`config.mk`:
```
export PLATFORM = sky130hd
export DESIGN_NAME = mmio_uart_tx
export DESIGN_NICKNAME = d
export VERILOG_FILES = /design/src/rtl/mmio_uart_tx.sv
export SDC_FILE = /design/constraint.sdc
export NUM_CORES = 1
export LEC_CHECK = 0
export BUFFER_PORTS_ARGS = -buffer_cell sky130_fd_sc_hd__buf_2
export CORE_UTILIZATION = 45
export DETAILED_ROUTE_END_ITERATION = 7
export PLACE_DENSITY = 0.79
export SETUP_SLACK_MARGIN = 0.5
export SYNTH_ARGS = -nofsm -noshare
export SYNTH_HDL_FRONTEND = slang
export SYNTH_SLANG_ARGS = --single-unit
export TNS_END_PERCENT = 5
```
`constraint.sdc`:
```
create_clock -name clock -period 5.7 [get_ports clock]
set_input_delay 0.285 -clock clock [delete_from_list [all_inputs] [get_ports clock]]
set_output_delay 0.285 -clock clock [all_outputs]
set_load 0.01 [all_outputs]
```
`src/rtl/mmio_uart_tx.sv`:
```
// mmio_uart_tx: MMIO-driven UART transmitter for the core's whole-word ports.
// A toggle in commandWord[31] requests a push of commandWord[7:0] into a small
// FIFO; the ack toggle in statusWord[31] follows once the byte is accepted.
// Bytes are serialised LSB first as 8N1 frames on txd.
// Optional build macro: MMIO_UART_TX_PARITY_EN adds a parity bit per frame
// (commandWord[30] selects odd parity) and sets statusWord[27].
module mmio_uart_tx #(
  parameter int unsigned CLOCKS_PER_BIT  = 434,
  parameter int unsigned FIFO_DEPTH_LOG2 = 2
) (
  input  logic        clock,
  input  logic        reset,
  input  logic [31:0] commandWord,
  output logic [31:0] statusWord,
  output logic        txd
);

  localparam int unsigned DEPTH  = 1 << FIFO_DEPTH_LOG2;
  localparam int unsigned PTR_W  = FIFO_DEPTH_LOG2;
  localparam int unsigned CNT_W  = FIFO_DEPTH_LOG2 + 1;
  localparam int unsigned BAUD_W = $clog2(CLOCKS_PER_BIT);
`ifdef MMIO_UART_TX_PARITY_EN
  localparam int unsigned ENTRY_W = 9;
`else
  localparam int unsigned ENTRY_W = 8;
`endif

  typedef enum logic [2:0] {
    S_IDLE   = 3'd0,
    S_START  = 3'd1,
    S_DATA   = 3'd2,
    S_PARITY = 3'd3,
    S_STOP   = 3'd4
  } state_t;

  state_t               r_state;
  state_t               w_state_next;

  logic [ENTRY_W-1:0]   r_mem [DEPTH];
  logic [PTR_W-1:0]     r_wr_ptr;
  logic [PTR_W-1:0]     r_rd_ptr;
  logic [CNT_W-1:0]     r_count;
  logic                 r_ack;

  logic [BAUD_W-1:0]    r_baud;
  logic [2:0]           r_bit_idx;
  logic [7:0]           r_shift;
  logic                 r_txd;

  logic                 w_empty;
  logic                 w_full;
  logic                 w_busy;
  logic                 w_pending;
  logic                 w_push;
  logic                 w_pop;
  logic                 w_bit_end;
  logic                 w_last_data;
  logic                 w_shift_en;
  logic                 w_txd_next;
  logic [ENTRY_W-1:0]   w_wr_data;
  logic [ENTRY_W-1:0]   w_head;
  logic                 w_par_cap;
  logic                 w_unused_cmd;

`ifdef MMIO_UART_TX_PARITY_EN
  logic                 r_par;

  // Parity is fixed per entry when the byte is accepted
  assign w_wr_data    = {(^commandWord[7:0]) ^ commandWord[30], commandWord[7:0]};
  assign w_par_cap    = 1'b1;
  assign w_unused_cmd = ^commandWord[29:8];
`else
  assign w_wr_data    = commandWord[7:0];
  assign w_par_cap    = 1'b0;
  assign w_unused_cmd = ^commandWord[30:8];
`endif

  // FIFO flags and request handshake
  assign w_empty     = (r_count == '0);
  assign w_full      = (r_count == CNT_W'(DEPTH));
  assign w_pending   = (commandWord[31] != r_ack);
  assign w_push      = w_pending && (!w_full || w_pop);
  assign w_head      = r_mem[r_rd_ptr];
  assign w_busy      = (r_state != S_IDLE) || !w_empty;
  assign w_bit_end   = (r_baud == BAUD_W'(CLOCKS_PER_BIT - 1));
  assign w_last_data = (r_bit_idx == 3'd7);

  // Status word is built only from registered state
  assign statusWord = {r_ack, w_busy, w_full, w_empty, w_par_cap, 22'd0, 5'(r_count)};
  assign txd        = r_txd;

  // Transmit FSM state register
  always_ff @(posedge clock) begin
    if (!reset) begin
      r_state <= S_IDLE;
    end else begin
      r_state <= w_state_next;
    end
  end

  // Transmit FSM next-state logic
  always_comb begin
    w_state_next = r_state;
    case (r_state)
      S_IDLE: begin
        if (!w_empty) w_state_next = S_START;
      end
      S_START: begin
        if (w_bit_end) w_state_next = S_DATA;
      end
      S_DATA: begin
        if (w_bit_end && w_last_data) begin
`ifdef MMIO_UART_TX_PARITY_EN
          w_state_next = S_PARITY;
`else
          w_state_next = S_STOP;
`endif
        end
      end
      S_PARITY: begin
        if (w_bit_end) w_state_next = S_STOP;
      end
      S_STOP: begin
        if (w_bit_end) w_state_next = w_empty ? S_IDLE : S_START;
      end
      default: w_state_next = S_IDLE;
    endcase
  end

  // Transmit FSM outputs: pop, shift and the next line level
  always_comb begin
    w_pop      = 1'b0;
    w_shift_en = 1'b0;
    w_txd_next = 1'b1;
    case (r_state)
      S_IDLE:  w_pop      = !w_empty;
      S_DATA:  w_shift_en = w_bit_end && !w_last_data;
      S_STOP:  w_pop      = w_bit_end && !w_empty;
      default: ;
    endcase
    case (w_state_next)
      S_START: w_txd_next = 1'b0;
      S_DATA:  w_txd_next = w_shift_en ? r_shift[1] : r_shift[0];
`ifdef MMIO_UART_TX_PARITY_EN
      S_PARITY: w_txd_next = r_par;
`endif
      default: w_txd_next = 1'b1;
    endcase
  end

  // FIFO storage; contents need no reset because count gates every read
  always_ff @(posedge clock) begin
    if (w_push) r_mem[r_wr_ptr] <= w_wr_data;
  end

  // FIFO pointers, occupancy and ack toggle
  always_ff @(posedge clock) begin
    if (!reset) begin
      r_wr_ptr <= '0;
      r_rd_ptr <= '0;
      r_count  <= '0;
      r_ack    <= 1'b0;
    end else begin
      if (w_push) begin
        r_wr_ptr <= r_wr_ptr + PTR_W'(1);
        r_ack    <= commandWord[31];
      end
      if (w_pop) r_rd_ptr <= r_rd_ptr + PTR_W'(1);
      case ({w_push, w_pop})
        2'b10:   r_count <= r_count + CNT_W'(1);
        2'b01:   r_count <= r_count - CNT_W'(1);
        default: r_count <= r_count;
      endcase
    end
  end

  // Baud counter, shift register, bit index and registered txd
  always_ff @(posedge clock) begin
    if (!reset) begin
      r_baud    <= '0;
      r_bit_idx <= '0;
      r_shift   <= '0;
      r_txd     <= 1'b1;
    end else begin
      r_txd <= w_txd_next;
      if (w_pop) begin
        r_baud    <= '0;
        r_bit_idx <= '0;
        r_shift   <= w_head[7:0];
      end else if (r_state != S_IDLE) begin
        r_baud <= w_bit_end ? '0 : r_baud + BAUD_W'(1);
        if (w_shift_en) begin
          r_shift   <= {1'b0, r_shift[7:1]};
          r_bit_idx <= r_bit_idx + 3'd1;
        end
      end
    end
  end

`ifdef MMIO_UART_TX_PARITY_EN
  // Parity bit of the frame in flight
  always_ff @(posedge clock) begin
    if (!reset) begin
      r_par <= 1'b0;
    end else if (w_pop) begin
      r_par <= w_head[8];
    end
  end
`endif

endmodule

```
==> metrics.yaml, run 1 <==
fin_hold_ws_ns: 0.151
max_freq_ghz: 0.420
drt_iter0_markers: 140
portBuffers: 18
post-cts-setup-buffers: 0
fin_crit_ns: 2.38
cts.repair.resized: 0
startpoint_type: "flip-flop"
finalSetupViolCount: 0
fin_nets: 322
ys_seq_area_share_pct: 53.5
grt_max_degree: 19
grt_pass1_vias: 1736
clkSlewWorstSetupHoldPaths_ns: 0.08
stdcell_area_um2: 3270
drc: 11
status: "complete, but fails checks"
postCtsHoldBufs: 0
fin_crit_sh_pct: 41.7
die_h_um: 84.6
p_seq_share_pct: 46.5
required_ns: 5.97
start_util_pct: 47.5
antennaDiodeCount: 0
drv_cap: 0
gp_congestion: 0.803
antenna_found_initial: 0
ys_warn_count: 0
finClkSkew_ns: 0.0125
wl_per_cell_um: 13.9
ios: 67
cp_max_fo: 6
swShare_pct: 32.8
clkSinkCount: 66
fp-row-count: 29
core_area_um2: 6460
hold_viol: 0
p_int_w: 0.000951
synth_seq_cells: 66
area_growth_pct: 6.69
synth.distinct_cells: 46
tns_ns: 0
insertion_delay_ns: 0.34
grt_use_total_pct: 15.1
die_x_um: 84.6
layout.cells.most_common_list: "dfxtp_1, edfxtp_1, conb_1"
layout_commonest_cell: "dfxtp_1"
violations: "DRC"
dp.cells: 345
crit_type: "flip-flop to flip-flop"
clkPwrFrac_pct: 27.1
design.die.area_um2: 7150
grt-ovfl-total: 0
yosys_most_used_dff: "dfxtp_1"
ir_worst_vdd_v: 0.000242
cts_buffers: 9
place_area_um2: 3080
async_flop_share_pct: 0
hpwl_mm: 3.36
cp.arrival_ns: 2.65
slew_viol_final: 0
critPathCaptureType: "flip-flop"
worst_slew_pin_slew_ns: 0.670
switchingPower_w: 0.000464
pwr-share-comb_pct: 26.5
cellLeakagePower_nw: 1.32
finalPower_w: 0.00142
num_vias: 1874
vias_per_cell: 5.19
root_buffer: "clkbuf_8"
drtAntennaViolNets: 0
wl_mm: 5.00
cts_buffer_depth: 2
rsz0062_at_grt: "false"
cts_tree: "built"
hold_class: "input port to flip-flop"
syn_area_um2: 3070
drive_gt1_share_pct: 17.3
htree_levels: 3
power_density_nw_per_um2: 433
detail_route.first_pass.iterations: 8
synth-edff-count: 32
grt_pass1_wl_mm: 8.13
synthCells: 264
syn_area_per_cell_um2: 11.6
slew_headroom_pct: 55.2
finish.cell_count_without_fillers: 361
path summary, 6_finish.rpt:
check / start / end / slack [ns] / depth (start not counted)
max: r_baud[1] / r_count[2] / 3.32 / 9
min: commandWord[2] / r_mem[3][2] / 0.15 / 1
max reg2reg: r_baud[1] / r_count[2] / 3.32 / 9
min reg2reg: r_shift[7] / r_shift[7] / 0.49 / 2
worst max-delay path: stages (launching register included):
cell,delay (ns)
dfxtp_1,0.37
inv_1,0.05
ha_1,0.17
and4b_1,0.24
a21o_2,0.27
and3_1,0.18
fa_1,0.39
o311a_1,0.13
or3_1,0.35
a21oi_1,0.15
cell type report:
| cell class | instances | area [um^2] |
|---|---|---|
| timing repair buffer | 18 | 90.1 |
| tap | 77 | 96.3 |
| inverter | 6 | 22.5 |
| clock inverter | 7 | 67.6 |
| multi-input combinational | 178 | 1230 |
| sequential | 66 | 1640 |
| fill | 584 | 3190 |
| clock buffer | 9 | 124 |
power by group through the flow:
stage	Combinational (W)	Clock [W]	Sequential (W)
6_report	0.000375	0.000383	0.000657
5_1_grt	0.000420	0.000415	0.000669
4_1_cts	0.000375	0.000392	0.000660
3_5_place_dp	0.000372	0	0.000669
3_3_place_gp	0.000361	0	0.000663
2_1_floorplan	0.000341	0	0.000633
per-layer routing:
layer	vias to the layer above	routed length, um	GRT usage (%)
met4	0	72	7.09
li1	918	-	-
met5	-	0	0
met3	7	204	5.31
met2	49	2510	24.7
met1	900	2220	17.9
cell families (layout without fill, tap and decap cells):
| family | count (synthesis) | after routing | share of synthesized area, % |
|---|---|---|---|
| compound gates | 39 | 39 | 7.51 |
| xor+xnor | 11 | 11 | 3.14 |
| fa+ha+maj | 9 | 9 | 3.92 |
| buf+inv | 44 | 40 | 9.30 |
| flops | 66 | 66 | 53.5 |
| mux | 21 | 21 | 10.1 |
| other cells | 1 | 25 | 0.122 |
| simple gates | 73 | 73 | 12.4 |
through the flow:
step | util [%] | worst slack (ns)
finish | 50.7 | 3.32
global route | 50.7 | 3.22
CTS | 50.7 | 3.32
detailed placement | 47.7 | 3.35
global placement | 47.7 | 3.39
floorplan | - | 3.52
registers in the layout (all words and copies together) (netlist names), 2 cells and up, named ones only:
register,flops
r_wr_ptr,2
r_bit_idx,3
r_baud,9
r_count,3
r_state,3
r_mem,32
r_rd_ptr,2
r_shift,8
synthesized netlist by cell type, types with 5 or more instances:
cell / n / area, um^2
dfxtp_1: 34 / 681
edfxtp_1: 32 / 961
buf_4: 29 / 218
nor2_1: 23 / 86.3
a21oi_1: 15 / 75.1
o21ai_0: 14 / 70.1
mux2i_1: 13 / 130
nand2_1: 13 / 48.8
ha_1: 8 / 100
mux4_2: 8 / 180
nand3_1: 8 / 40.0
xor2_1: 8 / 70.1
inv_1: 5 / 18.8
Power figures use the tool's default switching activity.
==> run 2: changes to the inputs <==
- PLACE_DENSITY: 0.79 -> 0.82
- clock period: 5.7 -> 2.1 ns (I/O delays scaled with it)
==> run 2 against run 1 <==
The flow still finishes with violations (DRC). Sequential share of layout area fell by 5.7 points. Final cell count rose by 8.3%. First-iteration DRC count down 34%. Critical endpoint unchanged. Largest power group unchanged.
==> metrics.yaml, run 2 (synthesized netlist as in run 1, its figures left out) <==
status: "complete, but fails checks"
violations: "DRC"
portBuffers: 18
htree_levels: 3
die_x_um: 84.6
crit_slowest_cell: "dfxtp_2"
cp.arrival_ns: 2.33
regArea_um2: 1650
antennaDiodeCount: 0
cts_tree: "built"
drc: 13
wl_per_cell_um: 14.0
final_core_util_pct: 57.3
cp-startpoint: "r_baud[1]"
hold_viol: 0
core_area_um2: 6460
path_delay_family: "simple AND/OR/NAND/NOR gates"
required_ns: 2.38
crit_buf_inv: 1
design.die.area_um2: 7150
grt_max_degree: 19
drv_cap: 0
largest_reg_flops: 32
area_growth_pct: 20.8
ios: 67
stdcell_area_um2: 3700
nFillCells: 527
crit_type: "flip-flop to flip-flop"
clkSinkCount: 66
hold_class: "input port to flip-flop"
fp-row-count: 29
fin_crit_sh_pct: 97.9
rsz0062_at_grt: "true"
startpoint_type: "flip-flop"
finalPower_w: 0.00425
cp_max_fo: 2
num_vias: 1982
finalSetupViolCount: 0
vias_per_cell: 5.07
drt_iter0_markers: 93
hold_start: "commandWord[31]"
insertion_delay_ns: 0.35
r2r_start: "r_baud[1]"
fin_nets: 352
cts_buffers: 9
grt_pass1_wl_mm: 9.04
gp_congestion: 0.761
ir_worst_vdd_v: 0.000632
finClkSkew_ns: 0.0104
slew_viol_final: 0
min_path_cells: 3
cp_cell_sequence: "inv_2, ha_4, and4b_2, a21o_2, and3_4, fa_2, o311a_1, or3_1, a21oi_1"
top_regs: "r_mem: 32 flops, r_baud: 9 flops, r_shift: 8 flops"
slowest_delay_ns: 0.34
hpwl_mm: 3.52
fin_crit_ns: 2.06
layout.cells.most_common_list: "edfxtp_1, dfxtp_1, conb_1"
critPathCaptureType: "flip-flop"
drive_gt1_share_pct: 30.3
root_buffer: "clkbuf_8"
cellLeakagePower_nw: 1.52
timing.reg2reg.setup_slack_ns: 0.04
cts_buffer_depth: 2
clkSlewWorstSetupHoldPaths_ns: 0.08
worst-path-stages: 9
grt_pass1_vias: 1942
drtAntennaViolNets: 0
max_freq_ghz: 0.487
antenna_found_initial: 0
place_area_um2: 3280
start_util_pct: 47.5
detail_route.first_pass.iterations: 8
max_flop_register: "r_mem"
reg2reg_depth: 9
wl_mm: 5.49
layout_commonest_cell: "edfxtp_1"
grt_use_total_pct: 16.6
multi_input_area_um2: 1330
grt-ovfl-total: 0
power_density_nw_per_um2: 1150
die_h_um: 84.6
run 2: changes by cell type in the layout (fill, tap and decap cells not counted), moves of 4 or more:
cell and change:
dlygate4sd3_1 +8, and2_1 -4, buf_4 +15, and2_4 +4, buf_12 +5
run 2: cell type report:
cell class | instances | area share [%]
clock buffers | 9 | 3.34
clock inverters | 7 | 2.06
inverters | 6 | 0.608
multi-input cells | 178 | 36.0
flip-flops and latches | 66 | 44.4
well taps | 77 | 2.60
repair buffers | 48 | 10.9
run 2: timing repair:
action,CTS,global route
hold buffers,8,0
gates resized for setup,17,15
setup endpoints to repair,55,66
setup buffers,2,0
pin swaps,15,14
hold endpoints to repair,32,0
run 2: layer usage:
| metal | part of all wire (%) | GRT usage [%] | up-vias | routed length, um |
|---|---|---|---|---|
| met1 | 42 | 19.4 | 950 | 2330 |
| met2 | 52 | 28.6 | 52 | 2880 |
| met5 | 0 | 0 | - | 0 |
| li1 | - | - | 976 | - |
| met4 | 0.44 | 4.16 | 0 | 24 |
| met3 | 4.7 | 6.49 | 4 | 256 |
run 2: tightest hold or removal path, stage by stage:
cell and delay (ns):
buf_2 0.11, nand2_1 0.05, mux2i_1 0.06
run 2: worst paths after layout:
kind,to
max reg2reg,r_count[2]
max,r_count[2]
min,r_ack
min reg2reg,r_shift[7]
run 2: report_power, final:
group          leakage, nW  switching (W)  internal [W]
Combinational        0.849       0.000740      0.000734
Sequential           0.573       0.000122       0.00159
Clock               0.0979       0.000511      0.000556
run 2: stage by stage:
stage	cells	setup TNS [ns]	setup WS [ns]	hold WS, ns
6_report	391	0	0.0449	0.0382
5_1_grt	391	-0.0462	-0.0462	0.0311
4_1_cts	391	0	0.000904	0.0207
3_5_place_dp	365	0	0.00851	0.321
3_3_place_gp	365	0	0.0438	0.316
2_1_floorplan	288	0	0.0460	0.204
